===== config.mk =====
export PLATFORM = sky130hd
export DESIGN_NAME = sprite_color_mapper
export DESIGN_NICKNAME = d
export VERILOG_FILES = /design/src/rtl/pacman_vga_pkg.sv /design/src/rtl/sprite_hit.sv /design/src/rtl/sprite_color_mapper.sv
export SDC_FILE = /design/constraint.sdc
export NUM_CORES = 2
export LEC_CHECK = 0
export ABC_AREA = 1
export ABC_CLOCK_PERIOD_IN_PS = 10000
export CAP_MARGIN = 20
export CELL_PAD_IN_SITES_DETAIL_PLACEMENT = 1
export CELL_PAD_IN_SITES_GLOBAL_PLACEMENT = 2
export CORE_ASPECT_RATIO = 0.9
export CORE_MARGIN = 2
export CORE_UTILIZATION = 36
export DETAILED_ROUTE_END_ITERATION = 16
export MAX_ROUTING_LAYER = met4
export PLACE_DENSITY = 0.83
export SYNTH_ARGS = -nofsm -noshare
export SYNTH_HDL_FRONTEND = slang
export SYNTH_SLANG_ARGS = --single-unit

===== constraint.sdc =====
create_clock -name Clk -period 10 [get_ports Clk]
set_input_delay 2 -clock Clk [delete_from_list [all_inputs] [get_ports Clk]]
set_output_delay 2 -clock Clk [all_outputs]
set_load 0.1 [all_outputs]

===== src/rtl/pacman_vga_pkg.sv =====
// rtl/pacman_vga_pkg.sv - shared types and constants for the PacMan VGA colour path
//
// Purpose: screen geometry, the 24-bit RGB struct, palette index constants and
// the palette contents loaded at reset.
package pacman_vga_pkg;

  localparam int H_ACTIVE    = 640;
  localparam int V_ACTIVE    = 480;
  localparam int PAL_ENTRIES = 16;

  typedef logic [3:0] pal_idx_t;

  typedef struct packed {
    logic [7:0] r;
    logic [7:0] g;
    logic [7:0] b;
  } rgb_t;

  // Fixed palette roles; every other entry is a free sprite colour slot.
  localparam pal_idx_t PAL_BG     = 4'd0;
  localparam pal_idx_t PAL_MAZE   = 4'd1;
  localparam pal_idx_t PAL_FRIGHT = 4'd8;
  localparam pal_idx_t PAL_FLASH  = 4'd9;

  // Palette contents after reset: background, maze blue, PacMan yellow, the four
  // ghost colours, then the frightened blue and the flash white.
  function automatic rgb_t reset_palette(input pal_idx_t idx);
    rgb_t c;
    case (idx)
      4'd1:    c = 24'h2121FF;
      4'd2:    c = 24'hFFFF00;
      4'd3:    c = 24'hFF0000;
      4'd4:    c = 24'hFFB8FF;
      4'd5:    c = 24'h00FFFF;
      4'd6:    c = 24'hFFB852;
      4'd8:    c = 24'h2121FF;
      4'd9:    c = 24'hFFFFFF;
      default: c = 24'h000000;
    endcase
    return c;
  endfunction

endpackage


===== src/rtl/sprite_hit.sv =====
// rtl/sprite_hit.sv - single circular sprite coverage test
//
// Purpose: reports whether pixel (draw_x, draw_y) lies inside the enabled circle
// of the given centre and radius (boundary included).
// Ports:
//   draw_x, draw_y     in  10  current pixel
//   center_x, center_y in  10  sprite centre
//   radius             in  10  circle radius
//   en                 in  1   sprite enable
//   hit                out 1   pixel is covered by this sprite
module sprite_hit (
  input  logic [9:0] draw_x,
  input  logic [9:0] draw_y,
  input  logic [9:0] center_x,
  input  logic [9:0] center_y,
  input  logic [9:0] radius,
  input  logic       en,
  output logic       hit
);

  // Offsets are signed 11-bit so a sprite near the left/top edge clips instead
  // of wrapping around to the far side of the screen.
  logic signed [10:0] dx;
  logic signed [10:0] dy;
  logic signed [21:0] dx_sq;
  logic signed [21:0] dy_sq;
  logic        [21:0] dist_sq;
  logic        [21:0] r_sq;

  assign dx = $signed({1'b0, draw_x}) - $signed({1'b0, center_x});
  assign dy = $signed({1'b0, draw_y}) - $signed({1'b0, center_y});

  assign dx_sq = 22'(dx) * 22'(dx);
  assign dy_sq = 22'(dy) * 22'(dy);

  // Both squares are at most 1023^2, so their sum still fits in 22 bits.
  assign dist_sq = $unsigned(dx_sq) + $unsigned(dy_sq);
  assign r_sq    = 22'(radius) * 22'(radius);

  assign hit = en && (dist_sq <= r_sq);

endmodule


===== src/rtl/sprite_color_mapper.sv =====
// rtl/sprite_color_mapper.sv - maze + sprite colour mapper with writable palette
//
// Purpose: turns the VGA pixel position into RGB for the PacMan scene. Draws
// NUM_SPRITES circles over the maze bitmap held in an external synchronous ROM,
// through a 16-entry writable palette, with a fixed 2-cycle pixel latency.
// Ports:
//   Clk, Reset            in   pixel clock, synchronous active-high reset
//   DrawX, DrawY, blank   in   pixel position, active-low blank
//   sprite_x/y/en/cidx/r  in   sprite state, captured once per frame
//   fright, fright_end    in   frightened mode / flashing phase (live)
//   pal_we/addr/data      in   palette write port
//   maze_rom_addr         out  maze ROM address (combinational)
//   maze_rom_data         in   maze ROM bit, one cycle after the address
//   Red, Green, Blue      out  registered pixel colour
module sprite_color_mapper
  import pacman_vga_pkg::*;
#(
  parameter int NUM_SPRITES  = 4,
  parameter int H_ACTIVE     = 640,
  parameter int V_ACTIVE     = 480,
  parameter int MAZE_X0      = 120,
  parameter int MAZE_Y0      = 40,
  parameter int MAZE_W       = 400,
  parameter int MAZE_H       = 400,
  parameter int MAZE_AW      = 18,
  parameter int FLASH_FRAMES = 16
) (
  input  logic                       Clk,
  input  logic                       Reset,
  input  logic [9:0]                 DrawX,
  input  logic [9:0]                 DrawY,
  input  logic                       blank,
  input  logic [10*NUM_SPRITES-1:0]  sprite_x,
  input  logic [10*NUM_SPRITES-1:0]  sprite_y,
  input  logic [NUM_SPRITES-1:0]     sprite_en,
  input  logic [4*NUM_SPRITES-1:0]   sprite_cidx,
  input  logic [9:0]                 sprite_r,
  input  logic                       fright,
  input  logic                       fright_end,
  input  logic                       pal_we,
  input  logic [3:0]                 pal_addr,
  input  logic [23:0]                pal_data,
  output logic [MAZE_AW-1:0]         maze_rom_addr,
  input  logic                       maze_rom_data,
  output logic [7:0]                 Red,
  output logic [7:0]                 Green,
  output logic [7:0]                 Blue
);

  // Elaboration-time sanity on the maze window geometry.
  if (MAZE_W * MAZE_H - 1 >= (1 << MAZE_AW)) begin : g_bad_aw
    $error("MAZE_AW cannot address MAZE_W*MAZE_H maze pixels");
  end
  if (MAZE_X0 + MAZE_W > H_ACTIVE || MAZE_Y0 + MAZE_H > V_ACTIVE) begin : g_bad_window
    $error("maze window extends past the active display");
  end

  localparam int CW = $clog2(2 * FLASH_FRAMES);

  localparam logic [10:0] X_LO = 11'(MAZE_X0);
  localparam logic [10:0] X_HI = 11'(MAZE_X0 + MAZE_W);
  localparam logic [10:0] Y_LO = 11'(MAZE_Y0);
  localparam logic [10:0] Y_HI = 11'(MAZE_Y0 + MAZE_H);

  // ---------------------------------------------------------------------------
  // Per-frame shadow of the sprite inputs and the flash frame counter. Loading
  // only at the frame boundary keeps a sprite from tearing across a frame.
  // ---------------------------------------------------------------------------
  logic [10*NUM_SPRITES-1:0] sh_x;
  logic [10*NUM_SPRITES-1:0] sh_y;
  logic [NUM_SPRITES-1:0]    sh_en;
  logic [4*NUM_SPRITES-1:0]  sh_cidx;
  logic [9:0]                sh_r;
  logic [CW-1:0]             frame_cnt;
  logic                      frame_tick;
  logic                      flash_hi;

  assign frame_tick = (DrawX == 10'd0) && (DrawY == 10'(V_ACTIVE));
  assign flash_hi   = (frame_cnt >= CW'(FLASH_FRAMES));

  always_ff @(posedge Clk) begin
    if (Reset) begin
      sh_x      <= '0;
      sh_y      <= '0;
      sh_en     <= '0;
      sh_cidx   <= '0;
      sh_r      <= '0;
      frame_cnt <= '0;
    end else if (frame_tick) begin
      sh_x      <= sprite_x;
      sh_y      <= sprite_y;
      sh_en     <= sprite_en;
      sh_cidx   <= sprite_cidx;
      sh_r      <= sprite_r;
      frame_cnt <= (frame_cnt == CW'(2 * FLASH_FRAMES - 1)) ? '0 : frame_cnt + CW'(1);
    end
  end

  // ---------------------------------------------------------------------------
  // Maze ROM addressing. The address leaves combinationally so the ROM bit
  // lines up with stage 1 and is consumed at the stage-2 edge.
  // ---------------------------------------------------------------------------
  logic               in_win;
  logic [MAZE_AW-1:0] col_off;
  logic [MAZE_AW-1:0] row_off;

  assign in_win = ({1'b0, DrawX} >= X_LO) && ({1'b0, DrawX} < X_HI) &&
                  ({1'b0, DrawY} >= Y_LO) && ({1'b0, DrawY} < Y_HI);

  assign col_off = MAZE_AW'(DrawX) - MAZE_AW'(MAZE_X0);
  assign row_off = MAZE_AW'(DrawY) - MAZE_AW'(MAZE_Y0);

  assign maze_rom_addr = (in_win && !Reset) ? row_off * MAZE_AW'(MAZE_W) + col_off : '0;

  // ---------------------------------------------------------------------------
  // Stage 1: circle tests against the shadow sprite state.
  // ---------------------------------------------------------------------------
  logic [NUM_SPRITES-1:0] hit_now;

  for (genvar g = 0; g < NUM_SPRITES; g++) begin : g_hit
    sprite_hit u_hit (
      .draw_x   (DrawX),
      .draw_y   (DrawY),
      .center_x (sh_x[10*g +: 10]),
      .center_y (sh_y[10*g +: 10]),
      .radius   (sh_r),
      .en       (sh_en[g]),
      .hit      (hit_now[g])
    );
  end

  logic                   s1_blank;
  logic                   s1_win;
  logic [NUM_SPRITES-1:0] s1_hit;

  always_ff @(posedge Clk) begin
    if (Reset) begin
      s1_blank <= 1'b0;
      s1_win   <= 1'b0;
      s1_hit   <= '0;
    end else begin
      s1_blank <= blank;
      s1_win   <= in_win;
      s1_hit   <= hit_now;
    end
  end

  // ---------------------------------------------------------------------------
  // Stage 2: palette index selection and lookup.
  // ---------------------------------------------------------------------------
  rgb_t     palette [PAL_ENTRIES];
  pal_idx_t sel_idx;
  logic     found;

  // Lowest-numbered sprite wins. Ghosts give up their own colour while
  // frightened; PacMan (sprite 0) never does.
  always_comb begin
    sel_idx = PAL_BG;
    found   = 1'b0;
    for (int i = 0; i < NUM_SPRITES; i++) begin
      if (!found && s1_hit[i]) begin
        found = 1'b1;
        if (i == 0 || !fright) begin
          sel_idx = sh_cidx[4*i +: 4];
        end else if (fright_end && flash_hi) begin
          sel_idx = PAL_FLASH;
        end else begin
          sel_idx = PAL_FRIGHT;
        end
      end
    end
    if (!found && s1_win && maze_rom_data) begin
      sel_idx = PAL_MAZE;
    end
  end

  // A write and a lookup on the same edge: the lookup sees the old entry.
  always_ff @(posedge Clk) begin
    if (Reset) begin
      for (int i = 0; i < PAL_ENTRIES; i++) begin
        palette[i] <= reset_palette(pal_idx_t'(i));
      end
    end else if (pal_we) begin
      palette[pal_addr] <= rgb_t'(pal_data);
    end
  end

  rgb_t rgb_q;

  always_ff @(posedge Clk) begin
    if (Reset) begin
      rgb_q <= '0;
    end else begin
      rgb_q <= s1_blank ? palette[sel_idx] : rgb_t'(24'h000000);
    end
  end

  assign Red   = rgb_q.r;
  assign Green = rgb_q.g;
  assign Blue  = rgb_q.b;

endmodule


Word level (Yosys, flattened, before mapping)
Memories as Yosys holds them, arrays and structs flattened. A register that Yosys moved wholly into a read port is not among the register bits. Index checks and enable logic that the tools add are counted.

Register bits: 121. Latch bits: 0. Memory bits (writable): 384. Bits in read-only memories: 0. Bits of input ports: 165. Output and inout bits: 42. Logic and storage cells: 102. Memories: 1.

Memory list: palette (words 16, bits a word 24, rd ports 1, clocked after memory_dff 1, wr ports 16, RTL line sprite_color_mapper.sv:151) `rgb_t palette [PAL_ENTRIES];`.

Add/subtract/negate cells: 16. Multipliers: 10. Divide/modulo/power cells: 0. $lt $le $gt $ge: 9. Equal/unequal tests: 2. Shift-type cells: 0. Muxes and demuxes: 31. Bitwise operators: 1. Reduce and logical (&&, ||, !) cells: 23.

Operators with widths (count): $mux W24 (9); $mul A11 B11 Y22 (8); $add A22 B22 Y22 (4); $le A22 B20 Y1 (4); $sub A10 B10 Y11 (8); $mux W4 (9); $reduce_or A24 Y1 (1); $mul A10 B10 Y20 (1); $add A18 B18 Y18 (1); $mul A18 B5 Y14 const B (1); $mux W18 (1); $logic_and A1 B1 Y1 (15); $mux W1 (11); $sub A10 B6 Y11 const B (1); $sub A10 B7 Y11 const B (1); $eq A10 B9 Y1 const B (1); $ge A10 B6 Y1 const B (1); $ge A10 B7 Y1 const B (1); $logic_not A10 Y1 (1); $lt A10 B10 Y1 const B (1); $lt A10 B9 Y1 const B (1); $add A5 B1 Y5 const B (1); $eq A5 B5 Y1 const B (1); $ge A5 B5 Y1 const B (1); other kinds (4) (8).

Depth between registers and ports, before layout
Depth in word-level cells: 14. Mapped depth: 45. Mapped depth without buffers: 45.

Cells and area by module
Synthesis repeated with hierarchy kept, for this count alone.

Cell total of the unflattened synthesis: 9335. Area, all modules: 77062.7 sq um.

Modules (own cells, without submodules): sprite_color_mapper (instances 1, cells each 2888, area an instance 25643.3 sq um); sprite_hit (g_hit[1].u_hit ...) (instances 2, cells each 1604, area an instance 12821.0 sq um); sprite_hit (g_hit[0].u_hit) (instances 1, cells each 1621, area an instance 12894.9 sq um); sprite_hit (g_hit[3].u_hit) (instances 1, cells each 1618, area an instance 12882.4 sq um).

Least setup slack after synthesis
No wires, ideal clock.

Path kind: input-to-reg. Start point: in DrawX[0]. End point: reg s1_hit[1]. Data arrival time: 9880 ps. Required time: 9930 ps. Path slack: 50 ps. Stages on the path: 39. Path buffers: 0. Cell sequence: inv_1 > ha_1 > fa_1 > inv_1 > a31oi_1 > o21ai_0 > nand2_1 > nand2_1 > nand2_1 > nand2_1 > xor2_1 > nand2_1 > fa_1 > inv_1 > fa_1 > inv_1 > fa_1 > inv_1 > [... 3 more ...] > fa_1 > fa_1 > inv_1 > ha_1 > nand2_1 > a21oi_1 > a211oi_1 > o21ai_0 > a21boi_0 > o21ai_0 > xor2_1 > ha_1 > nand2_1 > nor2_1 > nand2_1 > nor4b_1 > nand4_1 > a21oi_1.

Word-level cells in the longest chain between the ends: 5.

Ends and longest elaborated chain: start, declared (RTL line sprite_color_mapper.sv:30) `input logic [9:0] DrawX,`; $sub A10 B10 Y11 (RTL line sprite_hit.sv:30) `assign dx = $signed({1'b0, draw_x}) - $signed({1'b0, center_x});`; $mul A11 B11 Y22 (RTL line sprite_hit.sv:33) `assign dx_sq = 22'(dx) * 22'(dx);`; $add A22 B22 Y22 (RTL line sprite_hit.sv:37) `assign dist_sq = $unsigned(dx_sq) + $unsigned(dy_sq);`; $le A22 B20 Y1 (RTL line sprite_hit.sv:40) `assign hit = en && (dist_sq <= r_sq);`; $logic_and A1 B1 Y1 (RTL line sprite_hit.sv:40); end signal, assigned (RTL line sprite_color_mapper.sv:144) `s1_hit <= hit_now;`; end, declared (RTL line sprite_color_mapper.sv:134) `logic [NUM_SPRITES-1:0] s1_hit;`.

No other way between the ends. A chain may end at the register's enable or synchronous reset.

Final worst setup path
Start point: in DrawX[4]. End point: reg s1_hit[0].

The elaborated chain is that of the path after synthesis.

==> results by group <==
Setup path
  • Reg2Reg Depth: 38
  • R2r setup slk: 1.65 ns
  • Crit. End Element: flop
  • Critical path's slowest cell: fa_2
  • Crit Path Class: in2reg
  • Reg2Reg Launch Point: sh_x[1]$_SDFFE_PP0P_
  • CP max FO: 6
  • Critical path launch point: DrawX[4]
  • Crit path arrival time: 10.37 ns
  • Reg2Reg Capture Point: s1_hit[0]$_SDFF_PP0_
  • Worst Setup Start Kind: primary input
  • Largest stage delay, worst path: 0.56 ns
  • Required time of the critical path: 10.61 ns

Synthesis
  • Post-synth net total: 9781
  • Syn. warnings: 0
  • Netlist cell types: 48
  • Synthesized cell area: 67660 µm²
  • #FFs+latches synth: 529
  • Top_reg_cell synth: edfxtp_1
  • Synth Area per Inst: 8.427 µm²
  • Cells after synthesis: 8029
  • Async set or reset register ratio after synthesis: 0
  • Post-synthesis sequential area ratio: 0.2133
  • EDFF count, synth: 384

Timing
  • Fmax: 102.4 MHz
  • Fin. max-slew vios: 0
  • Worst Slack Setup Final: 0.2387 ns
  • Hold WS: 0.4570 ns
  • Final period util: 0.9761
  • Worst-margin pin slew: 1.124 ns
  • Final Skew: 0.04580 ns
  • Fin crit period: 9.761 ns
  • # setup viols final: 0
  • Slew HR: 0.2481
  • Hold Fails Final Rpt: 0

Layout
  • Area grow syn2layout: 23.47%
  • Leading cell type in the layout, fill and taps excluded: inv_1
  • Most frequent cells in the layout: 2077 x inv_1, 1090 x nand2_1, 1003 x buf_4
  • Share of cells above drive strength 1: 0.1622
  • Nets: 10845

Worst hold path
  • Hold WC Path Type: reg2reg
  • Hold Crit Endpoint: s1_hit[1]$_SDFF_PP0_
  • Hold_sp: sh_en[1]$_SDFFE_PP0P_
  • Worst hold stages: 2

Routing
  • Post-route ant nets: 0
  • Drt pass-1 iters: 5
  • WL per Instance: 19.81 µm
  • Via/cell ratio: 4.877
  • Total number of vias: 56885
  • Wirelength, routed: 231.1 mm
  • DR DRC count: 0
  • Starting DRT DRC Count: 3165

GRT
  • Antenna violations before repair: 7
  • Number of global-route vias before repair: 63374
  • GRT Overall Usage: 0.2509
  • Largest net degree at the start of global routing: 124
  • Grt total ovfl: 0
  • First-pass GRT wire length: 361.7 mm

Floorplan
  • IO Pins: 207
  • Die ar.: 191400 µm²
  • Die Y: 415.3 µm
  • Starting Density: 0.3634
  • Die width: 461.0 µm
  • Num rows: 150
  • Core region area: 186200 µm²

Clock network
  • Num CTS Buffers: 67
  • Clock sink count: 529
  • TritonCTS clock tree: yes
  • CTS Root Cell: clkbuf_16
  • CTS Buffer Depth: 3
  • Clock-pin slew on the worst setup and hold paths: 0.06 ns
  • Htree depth: 3
  • Clk Latency, worst-skew pair: 0.71 ns

Run
  • Max Cap Viol: 0

Placed design
  • Port Buffer Count: 206
  • Dpl hpwl: 186.6 mm
  • Placer Congestion: 0.9610
  • Pre-CTS setup slack: -1.202 ns

Outcome
  • Status: complete, no violations
## cells by family after synthesis
group           share of synthesized area
simple gates                       0.1754
buf+inv                            0.1308
fa+ha+maj                          0.4053
compound gates                    0.05538
flops                              0.2133
xor+xnor                          0.01981
## state kept, by name (all words and copies together), names as in the netlist
name / count
Blue: 8
Green: 8
Red: 8
frame_cnt: 5
palette: 384
s1_blank: 1
s1_hit: 4
s1_win: 1
sh_cidx: 16
sh_en: 4
sh_r: 10
sh_x: 40
sh_y: 40
## cell type report
| class | count | area, µm² |
|---|---|---|
| Antenna cell | 8 | 20.02 |
| Tap cell | 2508 | 3138 |
| Sequential cell | 529 | 14430 |
| Clock buffer | 91 | 1889 |
| Fill cell | 22135 | 102600 |
| Inverter | 2115 | 7945 |
| Multi-Input combinational cell | 5157 | 45700 |
| Timing Repair Buffer | 1223 | 9953 |
| Clock inverter | 32 | 464.2 |
## worst max path at each step
stage and to:
6_report s1_hit[0]$_SDFF_PP0_, 4_1_cts s1_hit[2]$_SDFF_PP0_, 3_5_place_dp s1_hit[3]$_SDFF_PP0_, 5_1_grt s1_hit[0]$_SDFF_PP0_, 2_1_floorplan s1_hit[1]$_SDFF_PP0_, 3_3_place_gp s1_hit[3]$_SDFF_PP0_
## repair_timing
action,4_1_cts,5_1_grt
gates resized for setup,42,296
endpoints found under the setup margin,4,5
pin swaps,8,107
buffers inserted,2,17
hold buffers,0,0
## critical path: cells and delay by family
family          cells  cell delay [ns]
compound gates     13             1.71
xor+xnor            1             0.12
fa+ha+maj          10             4.34
buf+inv             7             0.92
simple gates        8             1.31
## stage by stage
stage,util,instance area (µm²),cells,setup TNS [ns]
4_1_cts,0.4415,82210,11638,0
2_1_floorplan,-,67660,8029,0
5_1_grt,0.4487,83540,11661,-0.2139
3_3_place_gp,0.4281,79700,11512,-2.926
6_report,0.4487,83540,11663,0
3_5_place_dp,0.4282,79720,11513,-4.318
## Yosys cell counts, types with 3 or more instances
cell | number | area, µm²
o21a_1 | 10 | 75.07
o21ai_0 | 203 | 1016
edfxtp_1 | 384 | 11530
ha_1 | 579 | 7244
o211ai_1 | 6 | 45.04
xnor2_1 | 60 | 525.5
inv_1 | 2099 | 7879
or2_2 | 60 | 375.4
nor3_1 | 51 | 255.2
nand3_1 | 412 | 2062
dfxtp_1 | 145 | 2903
o21bai_1 | 19 | 142.6
nand4_1 | 40 | 250.2
nor2_1 | 842 | 3161
xor2_1 | 93 | 814.5
and3_1 | 4 | 25.02
a21o_1 | 20 | 150.1
clkbuf_1 | 167 | 626.9
inv_2 | 6 | 22.52
nand3b_1 | 185 | 1389
buf_1 | 19 | 71.32
a211oi_1 | 4 | 30.03
o2111ai_1 | 13 | 113.9
clkinv_1 | 10 | 37.54
a31oi_1 | 22 | 137.6
nor4b_1 | 3 | 26.28
nor4_1 | 7 | 43.79
fa_1 | 1008 | 20180
a21oi_1 | 353 | 1767
nand2_1 | 1124 | 4219
o221ai_1 | 4 | 35.03
o31ai_1 | 15 | 112.6
buf_2 | 42 | 210.2
## routing by layer
metal,up-vias,global-route usage,share of wire
met5,-,-,0
met4,0,0.06780,0.032
met3,301,0.02341,0.040
met2,1122,0.4106,0.48
met1,28949,0.3326,0.45
li1,26513,-,-
Power is left out: the tool's default activity adds up to more than one toggle a clock period on the data nets, which glitch-free logic cannot reach.
